[src/rtl/link_frame_sync.sv]
// Serial link frame aligner: hunts for SYNC_BYTE, flywheels across missed syncs and emits 32-bit payloads.
// Define LINK_FRAME_SYNC_CRC_EN to check the trailing CRC-8 (poly 0x07) and pulse crc_err instead of emitting.
module link_frame_sync #(
   parameter logic [7:0]  SYNC_BYTE   = 8'hA5,
   parameter int unsigned LOCK_FRAMES = 3,
   parameter int unsigned LOSS_FRAMES = 2
) (
   input  logic        clk_sys,
   input  logic        rst,
   input  logic        bit_in,
   input  logic        bit_valid,
   output logic [31:0] data_out,
   output logic        data_valid,
   output logic        locked,
   output logic        crc_err,
   output logic [7:0]  frame_count
);

   localparam logic [3:0] LOCK_N = 4'(LOCK_FRAMES);
   localparam logic [3:0] LOSS_N = 4'(LOSS_FRAMES);

   typedef enum logic [1:0] {HUNT, RX, SYNC_CHK} state_t;

   state_t      state;
   logic [7:0]  window;
   logic [7:0]  win_next;
   logic [31:0] pay_sr;
   logic [5:0]  bit_cnt;
   logic [3:0]  good_cnt;
   logic [3:0]  miss_cnt;
   logic [3:0]  good_inc;
   logic [3:0]  miss_inc;
   logic        frame_end;
   logic        frame_ok;

   // The window shifts in every state, so at the last RX bit it holds the received CRC byte.
   always_comb begin
      win_next  = {window[6:0], bit_in};
      good_inc  = (good_cnt == 4'hF) ? good_cnt : good_cnt + 4'd1;
      miss_inc  = (miss_cnt == 4'hF) ? miss_cnt : miss_cnt + 4'd1;
      frame_end = (state == RX) && (bit_cnt == 6'd39);
   end

   always_ff @(posedge clk_sys) begin
      if (rst) begin
         state       <= HUNT;
         window      <= '0;
         pay_sr      <= '0;
         bit_cnt     <= '0;
         good_cnt    <= '0;
         miss_cnt    <= '0;
         data_out    <= '0;
         data_valid  <= 1'b0;
         locked      <= 1'b0;
         frame_count <= '0;
      end else begin
         data_valid <= 1'b0;
         if (bit_valid) begin
            window <= win_next;
            case (state)
               HUNT: begin
                  if (win_next == SYNC_BYTE) begin
                     state    <= RX;
                     bit_cnt  <= '0;
                     good_cnt <= 4'd1;
                     miss_cnt <= '0;
                     locked   <= (LOCK_N <= 4'd1);
                  end
               end
               RX: begin
                  if (bit_cnt < 6'd32)
                     pay_sr <= {pay_sr[30:0], bit_in};
                  if (frame_end) begin
                     bit_cnt <= '0;
                     state   <= SYNC_CHK;
                     if (locked && frame_ok) begin
                        data_valid  <= 1'b1;
                        data_out    <= pay_sr;
                        frame_count <= frame_count + 8'd1;
                     end
                  end else begin
                     bit_cnt <= bit_cnt + 6'd1;
                  end
               end
               SYNC_CHK: begin
                  if (bit_cnt == 6'd7) begin
                     bit_cnt <= '0;
                     if (win_next == SYNC_BYTE) begin
                        good_cnt <= good_inc;
                        miss_cnt <= '0;
                        if (good_inc >= LOCK_N)
                           locked <= 1'b1;
                        state <= RX;
                     end else if (!locked) begin
                        good_cnt <= '0;
                        window   <= '0;
                        state    <= HUNT;
                     end else begin
                        good_cnt <= '0;
                        miss_cnt <= miss_inc;
                        if (miss_inc >= LOSS_N) begin
                           locked <= 1'b0;
                           window <= '0;
                           state  <= HUNT;
                        end else begin
                           state <= RX;
                        end
                     end
                  end else begin
                     bit_cnt <= bit_cnt + 6'd1;
                  end
               end
               default: state <= HUNT;
            endcase
         end
      end
   end

`ifdef LINK_FRAME_SYNC_CRC_EN
   logic [7:0] crc_calc;
   logic [7:0] crc_next;

   always_comb
      crc_next = {crc_calc[6:0], 1'b0} ^ ((crc_calc[7] ^ bit_in) ? 8'h07 : 8'h00);

   assign frame_ok = (win_next == crc_calc);

   // Cleared on every accepted bit outside RX so each frame starts from init 0x00.
   always_ff @(posedge clk_sys) begin
      if (rst) begin
         crc_calc <= '0;
         crc_err  <= 1'b0;
      end else begin
         crc_err <= 1'b0;
         if (bit_valid) begin
            if (state != RX)
               crc_calc <= '0;
            else if (bit_cnt < 6'd32)
               crc_calc <= crc_next;
            if (frame_end)
               crc_err <= locked & ~frame_ok;
         end
      end
   end
`else
   assign frame_ok = 1'b1;
   assign crc_err  = 1'b0;
`endif

endmodule

[config.mk]
export PLATFORM = sky130hd
export DESIGN_NAME = link_frame_sync
export DESIGN_NICKNAME = d
export VERILOG_FILES = /design/src/rtl/link_frame_sync.sv
export SDC_FILE = /design/constraint.sdc
export NUM_CORES = 1
export LEC_CHECK = 0
export BUFFER_PORTS_ARGS = -buffer_cell sky130_fd_sc_hd__buf_2
export CAP_MARGIN = 20
export CORE_UTILIZATION = 34
export DETAILED_ROUTE_END_ITERATION = 10
export MAX_ROUTING_LAYER = met4
export PLACE_DENSITY_LB_ADDON = 0.2
export SYNTH_ARGS = -nofsm -noshare
export SYNTH_HDL_FRONTEND = slang
export SYNTH_SLANG_ARGS = --single-unit
[constraint.sdc]
create_clock -name clk_sys -period 2.6 [get_ports clk_sys]
set_clock_uncertainty 0.1 [all_clocks]
set_input_delay 0 -clock clk_sys [delete_from_list [all_inputs] [get_ports clk_sys]]
set_output_delay 0 -clock clk_sys [all_outputs]
set_load 0.02 [all_outputs]
# [Word-level counts from Yosys, hierarchy flattened]
# Index checks and enable logic that the tools add are counted.
[totals] register_bits=97 in_bits=4 output_inout_bits=43 wordCells=79
[op_classes] add_sub_neg=4 n_lt_le_gt_ge=3 eq_ne=12 muxes=35 bitwise=3 reduce_logical=12
[op_table] op="4-bit two-way mux" n=9
[op_table] op="7-bit two-way mux" n=5
[op_table] op="6-bit two-way mux" n=3
[op_table] op="6-bit case mux with 3 select lines" n=1
[op_table] op="4-bit case mux with 2 select lines" n=2
[op_table] op="4-bit AND reduction" n=3
[op_table] op="1-bit two-way mux" n=10
[op_table] op="5-bit AND reduction" n=2
[op_table] op="4-bit by 1-bit adder with 4-bit output, second input constant" n=2
[op_table] op="8-bit by 1-bit adder with 8-bit output, second input constant" n=1
[op_table] op="4-bit == test, second input constant" n=2
[op_table] op="8-bit == test, second input constant" n=1
[op_table] op="4-bit by 2-bit greater-or-equal comparator with 1-bit output, second input constant" n=2
[op_table] op="6-bit by 1-bit adder with 6-bit output, second input constant" n=1
[op_table] op="6-bit by 3-bit == test with 1-bit output, second input constant" n=1
[op_table] op="6-bit == test, second input constant" n=1
[op_table] op="6-bit less-than comparator, second input constant" n=1
[op_table] op="2-bit two-way mux" n=3
[op_table] op="2-bit != test, second input constant" n=3
[op_table] op="3-bit != test, second input constant" n=2
[op_table] op="2-bit case mux with 3 select lines" n=1
[op_table] op="3-bit AND reduction" n=2
[op_table] op="4-bit OR reduction" n=1
[op_table] op="1-bit NOT" n=3
[op_table] op="other kinds (7)" n=7

# [Longest topological paths before layout]
# Gate-level depths: netlist of run 1.
[depth] word_depth=8 depth_mapped=8 mapped_depth_nobuf=7

# [Worst setup path after synthesis of run 1]
# Ideal clock, no wire load.
[synth_path] path_kind="register to register" start="reg miss_cnt[0]" end="reg window[0]" setup_time_ps=78 arrival_ps=1749 t_required_ps=2422 path_slack_ps=673 stages_incl_launch_ff=7 path_buffers=0 path_cell_list="dfxtp_1 > ha_1 > nand3_1 > mux2i_1 > o311ai_1 > a21oi_1 > nor3_1"
[synth_via] elab_chain_len=8 elab_cells_between_ends=9
[synth_lines] item="from (decl)" line_no="30" source="logic [3:0] miss_cnt;"
[synth_lines] item="from (signal assigned)" line_no="100" source="miss_cnt <= miss_inc;"
[synth_lines] item="4-bit by 1-bit adder with 4-bit output / 4-bit == test (equally long branches)" line_no="40" source="miss_inc = (miss_cnt == 4'hF) ? miss_cnt : miss_cnt + 4'd1;"
[synth_lines] item="4-bit two-way mux (*)" line_no="40"
[synth_lines] item="4-bit by 2-bit greater-or-equal comparator with 1-bit output (*)" line_no="101" source="if (miss_inc >= LOSS_N) begin"
[synth_lines] item="7-bit two-way mux (*)" line_no="101"
[synth_lines] item="7-bit two-way mux (*)" line_no="94" source="end else if (!locked) begin"
[synth_lines] item="7-bit two-way mux (*)" line_no="88" source="if (win_next == SYNC_BYTE) begin"
[synth_lines] item="7-bit two-way mux (*)" line_no="86" source="if (bit_cnt == 6'd7) begin"
[synth_lines] item="7-bit two-way mux (*)" line_no="60" source="case (state)"
[synth_lines] item="to (signal assigned)" line_no="59" source="window <= win_next;"
[synth_lines] item="to (decl)" line_no="25" source="logic [7:0] window;"
# Every way passes the cells marked *; elsewhere a longest branch is shown, timed or not.
# A chain may end at the register's enable or synchronous reset.

# [Worst setup path after layout of run 1]
[layout_path] start="reg window[2]" end="reg miss_cnt[2]"
[layout_via] elab_chain_len=4 elab_cells_between_ends=7
[layout_lines] item="8-bit == test (*)" line_no="62, 88"
[layout_lines] item="4-bit two-way mux" line_no="88"
[layout_lines] item="4-bit two-way mux" line_no="86"
[layout_lines] item="4-bit case mux with 2 select lines" line_no="60"
# Every way passes the cells marked *; elsewhere a longest branch is shown, timed or not. The select of a mux whose other input is x is not followed.

==> reports/results.tsv, run 1 <==
metric	value	unit
drive_gt1_share	13.38	%
total_power	2.919	mW
grt_pass1_wl	15270	um
path_cells	or4b_4, o21ai_0, nor2_1, nand3b_1, a221oi_1	
timing.rr.start	window[2]	
path_buf_inv	0	
synth.cell_area	4001	sq um
ys.flop_type	dfxtp_1	
required	2740	ps
multi_input_area	1896	sq um
ir_worst_vdd	0.2815	mV
slowest_delay	560	ps
route.detailed.wl_per_inst	13.07	um
ys_types	53	
gp_congestion	0.8167	
grt-ovfl-total	0	
fin_crit_sh	82.79	%
worst_slew_pin_slew	564.0	ps
regToRegSetupSlack	450	ps
ctsRootBufferMaster	clkbuf_16	
port_buffers	45	
fp.dieArea	12210	sq um
wl	8903	um
finalSetupViolCount	0	
dp_hpwl	5862	um
yosys-top-cells-count	140 x nand2_1, 97 x dfxtp_1, 78 x a21oi_1, 26 x nor2_1, 23 x clkbuf_1	
post_synth.cell_area_avg	8.035	sq um
run_status	complete, no violations	
grt_use_total	15.46	%
worst_setup_path_end_kind	flip-flop	
slew_headroom	62.06	%
place_inst	663	
start_kind	flip-flop	
syn-num-nets	512	
hold_start	rst	
cp.arrival	2290	ps
final_util	41.07	%
antenna_left	0	
top_usage_layer	met2	
synth_edf_count	0	
clockBufferDepth	2	
clkLatencyLatePin	340	ps
p_sw_share	20.31	%
clock-sinks	97	
crit_fanout	4	
regArea	1942	sq um
die_x	110.5	um
ys_ff_latch	97	
io_pins	47	
yosys.area.top_type	dfxtp_1	
grtUsageMet2	23.93	%
fillers	1161	
r2r_end	miss_cnt[2]	
hp-class	in2reg	
netlist.area_leader.share	48.53	%
final_hold_viol_count	0	
p_clk_share	47.1	%
stdcell_count	681	
setup_tns	0	ps
slowest_stage	or4b_4	
met3_usage	3.513	%
design_area	4710	sq um
combinationalPowerShare	1.7	%
rr_worst_depth	5	
htree_levels	3	
min_period	2153	ps
via_per_inst	5.046	
grt_pass1_vias	3267	
maxCapViolCount	0	
area.growth.synth_to_final	17.70	%
slew_viol_final	0	
whs_endpoint	frame_count[7]	
gr-usage-met1	19.70	%
hold_path_depth	2	
setup_ws	447.5	ps
dr_total_vias	3436	
grt_max_degree	38	
fmax	464.6	MHz
cts_tree	yes	
post_cts_buffers	0	
crit_family	simple AND/OR/NAND/NOR gates	
ys_seq_area_share	48.53	%
route.detailed.drc	0	
netlist_instances	498	
p_seq_share	51.2	%
drtIter0Drc	172	
cts_made_buffers	9	
place_area	4348	sq um
antenna_found_initial	0	
power.density	619.8	nW/um^2
holdWs	5.476	ps
rows	39	
yosys-top-cells-area	dfxtp_1 49%, nand2_1 13%, a21oi_1 9.8%, ha_1 3.1%, nor2_1 2.4%	
n_antenna_cell	0	
power.switching	0.5929	mW
yosysWarnings	0	
nNetsFinal	548	
async_reset_ff_share	0	%
firstDrtPassIters	5	
leakagePower	1.742	nW
synth_most_common_cell	nand2_1	
rsz0062_at_grt	false	
chipHeight	110.5	um
crit_type	reg2reg	
core	11470	sq um
path_clk_slew	60	ps
intPower	2.326	mW
dp_worst_setup_slack	464.4	ps
initial_utilization	34.89	%
[how the worst max path moves through the flow]
stage | startpoint | endpoint | slack [ps] | cells after the start
2_1_floorplan | miss_cnt[0] | window[0] | 670 | 6
3_3_place_gp | window[2] | miss_cnt[2] | 510 | 5
3_5_place_dp | window[2] | miss_cnt[2] | 460 | 5
4_1_cts | state[1] | pay_sr[0] | 470 | 5
5_1_grt | state[0] | miss_cnt[0] | 270 | 7
6_report | window[2] | miss_cnt[2] | 450 | 5
[cell usage in the layout, fill, tap and decap left out, types with 2 or more instances in the layout]
| cell type | netlist | final |
|---|---|---|
| o211ai_1 | 2 | 2 |
| a21boi_0 | 2 | 2 |
| inv_1 | 12 | 12 |
| buf_4 | 1 | 5 |
| ha_1 | 10 | 10 |
| mux2i_1 | 2 | 2 |
| dlygate4sd3_1 | 0 | 2 |
| buf_2 | 2 | 45 |
| nand4_1 | 9 | 9 |
| and3_1 | 8 | 8 |
| a32oi_1 | 6 | 6 |
| nand3b_1 | 2 | 2 |
| clkbuf_8 | 0 | 3 |
| nand3_1 | 14 | 14 |
| nand2_1 | 140 | 140 |
| or4_1 | 2 | 2 |
| nor2_1 | 26 | 26 |
| nor3_1 | 4 | 4 |
| xor2_1 | 6 | 6 |
| o41ai_1 | 3 | 3 |
| o21ai_0 | 14 | 14 |
| a21o_1 | 2 | 2 |
| nor3b_1 | 2 | 2 |
| clkbuf_16 | 0 | 9 |
| dfxtp_1 | 97 | 97 |
| a21oi_1 | 78 | 78 |
[per-layer routing]
| metal | wire, um | share of wire, % |
|---|---|---|
| met5 | 0 | 0 |
| met4 | 85 | 0.95 |
| met2 | 4179 | 47 |
| met3 | 199 | 2.2 |
| met1 | 4438 | 50 |
[cell type report]
class                           instances  area share, %
Sequential cell                        97          41.23
Multi-Input combinational cell        359          40.25
Timing Repair Buffer                   54          7.014
Clock buffer                           12          5.659
Tap cell                              143          3.799
Inverter                               13          1.036
Clock inverter                          3          1.010
[repair_timing]
action,CTS,global route
hold endpoints to repair,4,0
gates resized for setup,0,0
hold buffers,2,0
[power by group through the flow]
stage               sequential, mW  combinational (mW)  clock [mW]
global placement              1.53              0.0488           0
global route                  1.49              0.0559        1.48
CTS                           1.49              0.0513        1.42
detailed placement            1.53              0.0491           0
finish                        1.49              0.0503        1.37
floorplan                     1.53              0.0362           0
[logic make-up (layout without fill, tap and decap cells)]
| family | after synthesis | after routing | share of synthesized area [%] |
|---|---|---|---|
| AOI/OAI and AO/OA | 120 | 120 | 17.61 |
| xor gates and xnor gates | 7 | 7 | 1.532 |
| adders and majority gates | 10 | 10 | 3.127 |
| buffers and inverters | 42 | 82 | 4.096 |
| DFF | 97 | 97 | 48.53 |
| muxes | 2 | 2 | 0.5003 |
| other | 1 | 1 | 0.09372 |
| and+or+nand+nor | 219 | 219 | 24.52 |
[sequential cells by signal (all words and copies together), names as in the netlist]
signal       count
data_valid       1
pay_sr          32
window           7
data_out        32
frame_count      8
miss_cnt         4
locked           1
state            2
bit_cnt          6
good_cnt         4
Power figures use the tool's default switching activity.
==> inputs of run 2 (changes only) <==
==> constraint.sdc (replaced) <==
create_clock -name clk_sys -period 2.1 [get_ports clk_sys]
set_clock_uncertainty 0.1 [all_clocks]
set_input_delay 0 -clock clk_sys [delete_from_list [all_inputs] [get_ports clk_sys]]
set_output_delay 0 -clock clk_sys [all_outputs]
set_load 0.02 [all_outputs]
==> reports/results.tsv, run 2 (synthesis results as in run 1) <==
metric	value	unit	change
chipHeight	110.5	um	unchanged
antenna_found_initial	0		unchanged
nNetsFinal	559		+2.0%
core	11470	sq um	unchanged
holdWs	13.86	ps	+8.386 ps
slowest_stage	or4b_4		
grt_use_total	15.65	%	+0.19 points
ir_worst_vdd	0.3698	mV	+31%
finalSetupViolCount	0		unchanged
path_clk_slew	70	ps	about the same
cp.arrival	2210	ps	-80 ps
crit_fanout	8		+4
final_util	42.12	%	+1.0 points
path_cells	or4b_4, o21ai_4, nand3b_4, or4_1, a21oi_1		
route.detailed.drc	0		unchanged
hp-class	in2reg		
design_area	4830	sq um	+2.6%
htree_levels	3		unchanged
slew_viol_final	0		unchanged
place_inst	675		+1.8%
top_regs	data_out: 32 flops, pay_sr: 32 flops, frame_count: 8 flops		
clkLatencyLatePin	340	ps	about the same
setup_ws	69.24	ps	-378.2 ps
place_area	4451	sq um	+2.4%
slowest_delay	560	ps	about the same
fin_crit_sh	96.70	%	+14 points
area.growth.synth_to_final	20.70	%	
cts_made_buffers	9		unchanged
crit_type	reg2reg		
drtIter0Drc	160		-7.0%
final_hold_viol_count	0		unchanged
initial_utilization	34.89	%	unchanged
clock-sinks	97		unchanged
required	2280	ps	-460 ps
rsz0062_at_grt	false		
leakagePower	1.801	nW	+3.4%
firstDrtPassIters	5		unchanged
grt-ovfl-total	0		unchanged
final_cell_mix	140 x nand2_1, 97 x dfxtp_1, 78 x a21oi_1, 45 x buf_2, 26 x nor2_1		
maxCapViolCount	0		unchanged
min_period	2031	ps	-121.8 ps
via_per_inst	5.030		-0.30%
fp.dieArea	12210	sq um	unchanged
total_power	3.701	mW	+27%
n_antenna_cell	0		unchanged
fmax	492.4	MHz	+6.0%
dp_worst_setup_slack	-3.916	ps	-468.3 ps
stdcell_count	693		+1.8%
drive_gt1_share	16.18	%	+2.8 points
wl	8885	um	-0.20%
dp_hpwl	5815	um	-0.80%
grt_pass1_wl	15530	um	+1.7%
run_status	complete, no violations		
final_common_cell	nand2_1		
grt_max_degree	98		+160%
port_buffers	45		unchanged
antenna_left	0		unchanged
route.detailed.wl_per_inst	12.82	um	-1.9%
cts_tree	yes		
gp_congestion	0.8119		-0.59%
io_pins	47		unchanged
ctsRootBufferMaster	clkbuf_16		
setup_tns	0	ps	unchanged
dr_total_vias	3486		+1.5%
die_x	110.5	um	unchanged
worst_setup_path_end_kind	flip-flop		
clockBufferDepth	2		unchanged
grt_pass1_vias	3438		+5.2%
power.density	766.2	nW/um^2	+24%
rows	39		unchanged
start_kind	flip-flop		
==> run 2: cell count changes in the layout (fill, tap and decap cells not counted), sizes merged <==
cell | previous run | this run
clkinvlp | 0 | 2
clkbuf | 12 | 11
bufinv | 1 | 2
buf | 52 | 63
clkinv | 2 | 1
==> run 2: worst paths after layout <==
path,start,to,slack (ps),depth (start not counted)
max,window[2],bit_cnt[2],70,5
min,rst,state[0],10,4
max reg2reg,window[2],bit_cnt[2],70,5
min reg2reg,data_out[12],data_out[12],350,2
==> run 2: timing repair <==
action / CTS / global route
hold buffers: 2 / 0
cloned: 0 / 0
endpoints found under the setup margin: 1 / 25
resized for setup: 1 / 6
setup buffers: 0 / 0
hold endpoints to repair: 4 / 0
==> run 2: area by class of cell <==
type	instances	area, sq um
Clock buffer	11	242.7
Clock inverter	5	86.33
Fill cell	1193	6638
Inverter	13	48.80
Multi-Input combinational cell	359	1926
Sequential cell	97	1942
Tap cell	143	178.9
Timing Repair Buffer	65	405.4
==> run 2: layer usage <==
| metal | track usage [%] | vias up | part of all wire [%] |
|---|---|---|---|
| met5 | - | - | 0 |
| met2 | 25.26 | 47 | 47 |
| met4 | 6.133 | 0 | 1.5 |
| li1 | - | 1794 | - |
| met3 | 3.348 | 11 | 3.1 |
| met1 | 19.06 | 1634 | 49 |
==> run 2: report_power, final <==
part	internal, mW	total (mW)	leakage [nW]	switching [mW]
Clock	1.08	1.79	0.154	0.702
Sequential	1.84	1.85	0.782	0.00550
Combinational	0.0163	0.0639	0.866	0.0476
==> run 2: critical path: cells and delay by family, from the launching register on <==
kind | cells | cell delay, ps
flops | 1 | 330
simple gates | 3 | 1180
compound gates | 2 | 360
==> inputs of run 3 (changes only) <==
==> constraint.sdc (replaced) <==
create_clock -name clk_sys -period 2.34 [get_ports clk_sys]
set_clock_uncertainty 0.1 [all_clocks]
set_input_delay 0 -clock clk_sys [delete_from_list [all_inputs] [get_ports clk_sys]]
set_output_delay 0 -clock clk_sys [all_outputs]
set_load 0.02 [all_outputs]
==> reports/results.tsv, run 3 (synthesis results as in run 1) <==
metric	value	unit	change
top_regs	data_out: 32 flops, pay_sr: 32 flops, frame_count: 8 flops		
clockBufferDepth	2		unchanged
post_cts_buffers	0		unchanged
grt_max_degree	85		-13%
min_period	2157	ps	+126.7 ps
grt_pass1_wl	14680	um	-5.4%
core	11470	sq um	unchanged
ctsRootBufferMaster	clkbuf_16		
slew_viol_final	0		unchanged
fillers	1157		-3.0%
antenna_left	0		unchanged
path_buf_inv	0		unchanged
path_clk_slew	70	ps	about the same
final_common_cell	nand2_1		
rsz0062_at_grt	false		
dr_total_vias	3431		-1.6%
p_sw_share	21.66	%	+1.2 points
finalSetupViolCount	0		unchanged
post_cts_resize_count	0		-1
wl	8699	um	-2.1%
cts_made_buffers	9		unchanged
clkLatencyLatePin	340	ps	about the same
intPower	2.545	mW	-14%
grt_pass1_vias	3087		-10%
dp_hpwl	5648	um	-2.9%
initial_utilization	34.89	%	unchanged
fin_crit_sh	92.20	%	-4.5 points
final_hold_viol_count	0		unchanged
p_seq_share	51.1	%	+1.1 points
crit_type	reg2reg		
regArea	1942	sq um	unchanged
area.growth.synth_to_final	17.95	%	
grt-ovfl-total	0		unchanged
drtIter0Drc	181		+13%
p_clk_share	47.1	%	-1.2 points
hp-class	reg2reg		
design_area	4720	sq um	-2.3%
port_buffers	45		unchanged
antenna_found_initial	0		unchanged
fp.dieArea	12210	sq um	unchanged
n_antenna_cell	0		unchanged
firstDrtPassIters	5		unchanged
place_area	4360	sq um	-2.0%
worst_setup_path_end_kind	flip-flop		
fmax	463.5	MHz	-5.9%
run_status	complete, no violations		
clock-sinks	97		unchanged
multi_input_area	1896	sq um	-1.6%
cts_tree	yes		
slew_headroom	58.71	%	
slowest_stage	or4b_4		
via_per_inst	5.023		-0.14%
route.detailed.wl_per_inst	12.74	um	-0.66%
htree_levels	3		unchanged
rows	39		unchanged
leakagePower	1.749	nW	-2.9%
io_pins	47		unchanged
power.density	688.4	nW/um^2	-10%
final_cell_mix	140 x nand2_1, 97 x dfxtp_1, 78 x a21oi_1, 45 x buf_2, 26 x nor2_1		
power.switching	0.7036	mW	-6.9%
path_cells	or4b_4, o21ai_0, nor2_1, nand3b_1, a221oi_1		
ir_worst_vdd	0.3293	mV	-11%
required	2490	ps	+210 ps
crit_fanout	4		-4
setup_tns	0	ps	unchanged
maxCapViolCount	0		unchanged
grt_use_total	15.04	%	-0.61 points
start_kind	flip-flop		
slowest_delay	560	ps	about the same
combinationalPowerShare	1.8	%	about the same
nNetsFinal	549		-1.8%
worst_slew_pin_slew	619.4	ps	
chipHeight	110.5	um	unchanged
die_x	110.5	um	unchanged
gp_congestion	0.8023		-1.2%
drive_gt1_share	13.52	%	-2.7 points
route.detailed.drc	0		unchanged
cp.arrival	2310	ps	+100 ps
crit_family	simple AND/OR/NAND/NOR gates		
-- run 3: cell type report --
type | instances | share of cell area, %
Clock buffer | 10 | 5.064
Clock inverter | 6 | 1.591
Inverter | 13 | 1.034
Multi-Input combinational cell | 359 | 40.16
Sequential cell | 97 | 41.15
Tap cell | 143 | 3.791
Timing Repair Buffer | 55 | 7.211
-- run 3: power by group through the flow --
stage	combinational [mW]	clock [mW]	sequential (mW)
2_1_floorplan	0.0402	0	1.70
3_3_place_gp	0.0556	0	1.70
3_5_place_dp	0.0551	0	1.70
4_1_cts	0.0590	1.58	1.66
5_1_grt	0.0647	1.65	1.66
6_report	0.0587	1.53	1.66
-- run 3: what timing repair did --
item | CTS | global route
hold buffers | 3 | 0
hold endpoints to repair | 14 | 0
setup endpoints to repair | 0 | 0
-- run 3: metrics by stage --
step / instances / hold slack [ps] / worst slack [ps] / power, mW / util, %
6_report: 683 / 351.6 / 182.6 / 3.249 / 41.16
5_1_grt: 683 / 375.5 / 39.93 / 3.377 / 41.16
4_1_cts: 682 / 356.3 / 183.1 / 3.293 / 41.03
3_5_place_dp: 663 / 210.4 / 175.6 / 1.752 / 38.03
3_3_place_gp: 663 / 208.0 / 232.7 / 1.753 / 38.03
2_1_floorplan: 498 / 35.97 / 413.1 / 1.736 / -
-- run 3: path summary, 6_finish.rpt --
| kind | depth (start not counted) | from | to | slack (ps) |
|---|---|---|---|---|
| worst min register to register | 2 | data_out[10] | data_out[10] | 350 |
| worst max-delay path | 5 | window[2] | miss_cnt[2] | 180 |
| worst max register to register | 5 | window[2] | miss_cnt[2] | 180 |
| worst min-delay path | 2 | data_out[10] | data_out[10] | 350 |
-- run 3: per-layer routing --
layer	vias to the layer above	wire length, um	track usage, %
li1	1782	-	-
met1	1576	4369	19.81
met4	0	148	7.644
met2	62	3899	22.07
met3	11	282	2.689
met5	-	0	-
-- run 3: worst reg2reg max path, cell delays in order, from the launching register on --
cell      delay (ps)
dfxtp_1          340
or4b_4           560
o21ai_0          480
nor2_1           160
nand3b_1         200
a221oi_1         230
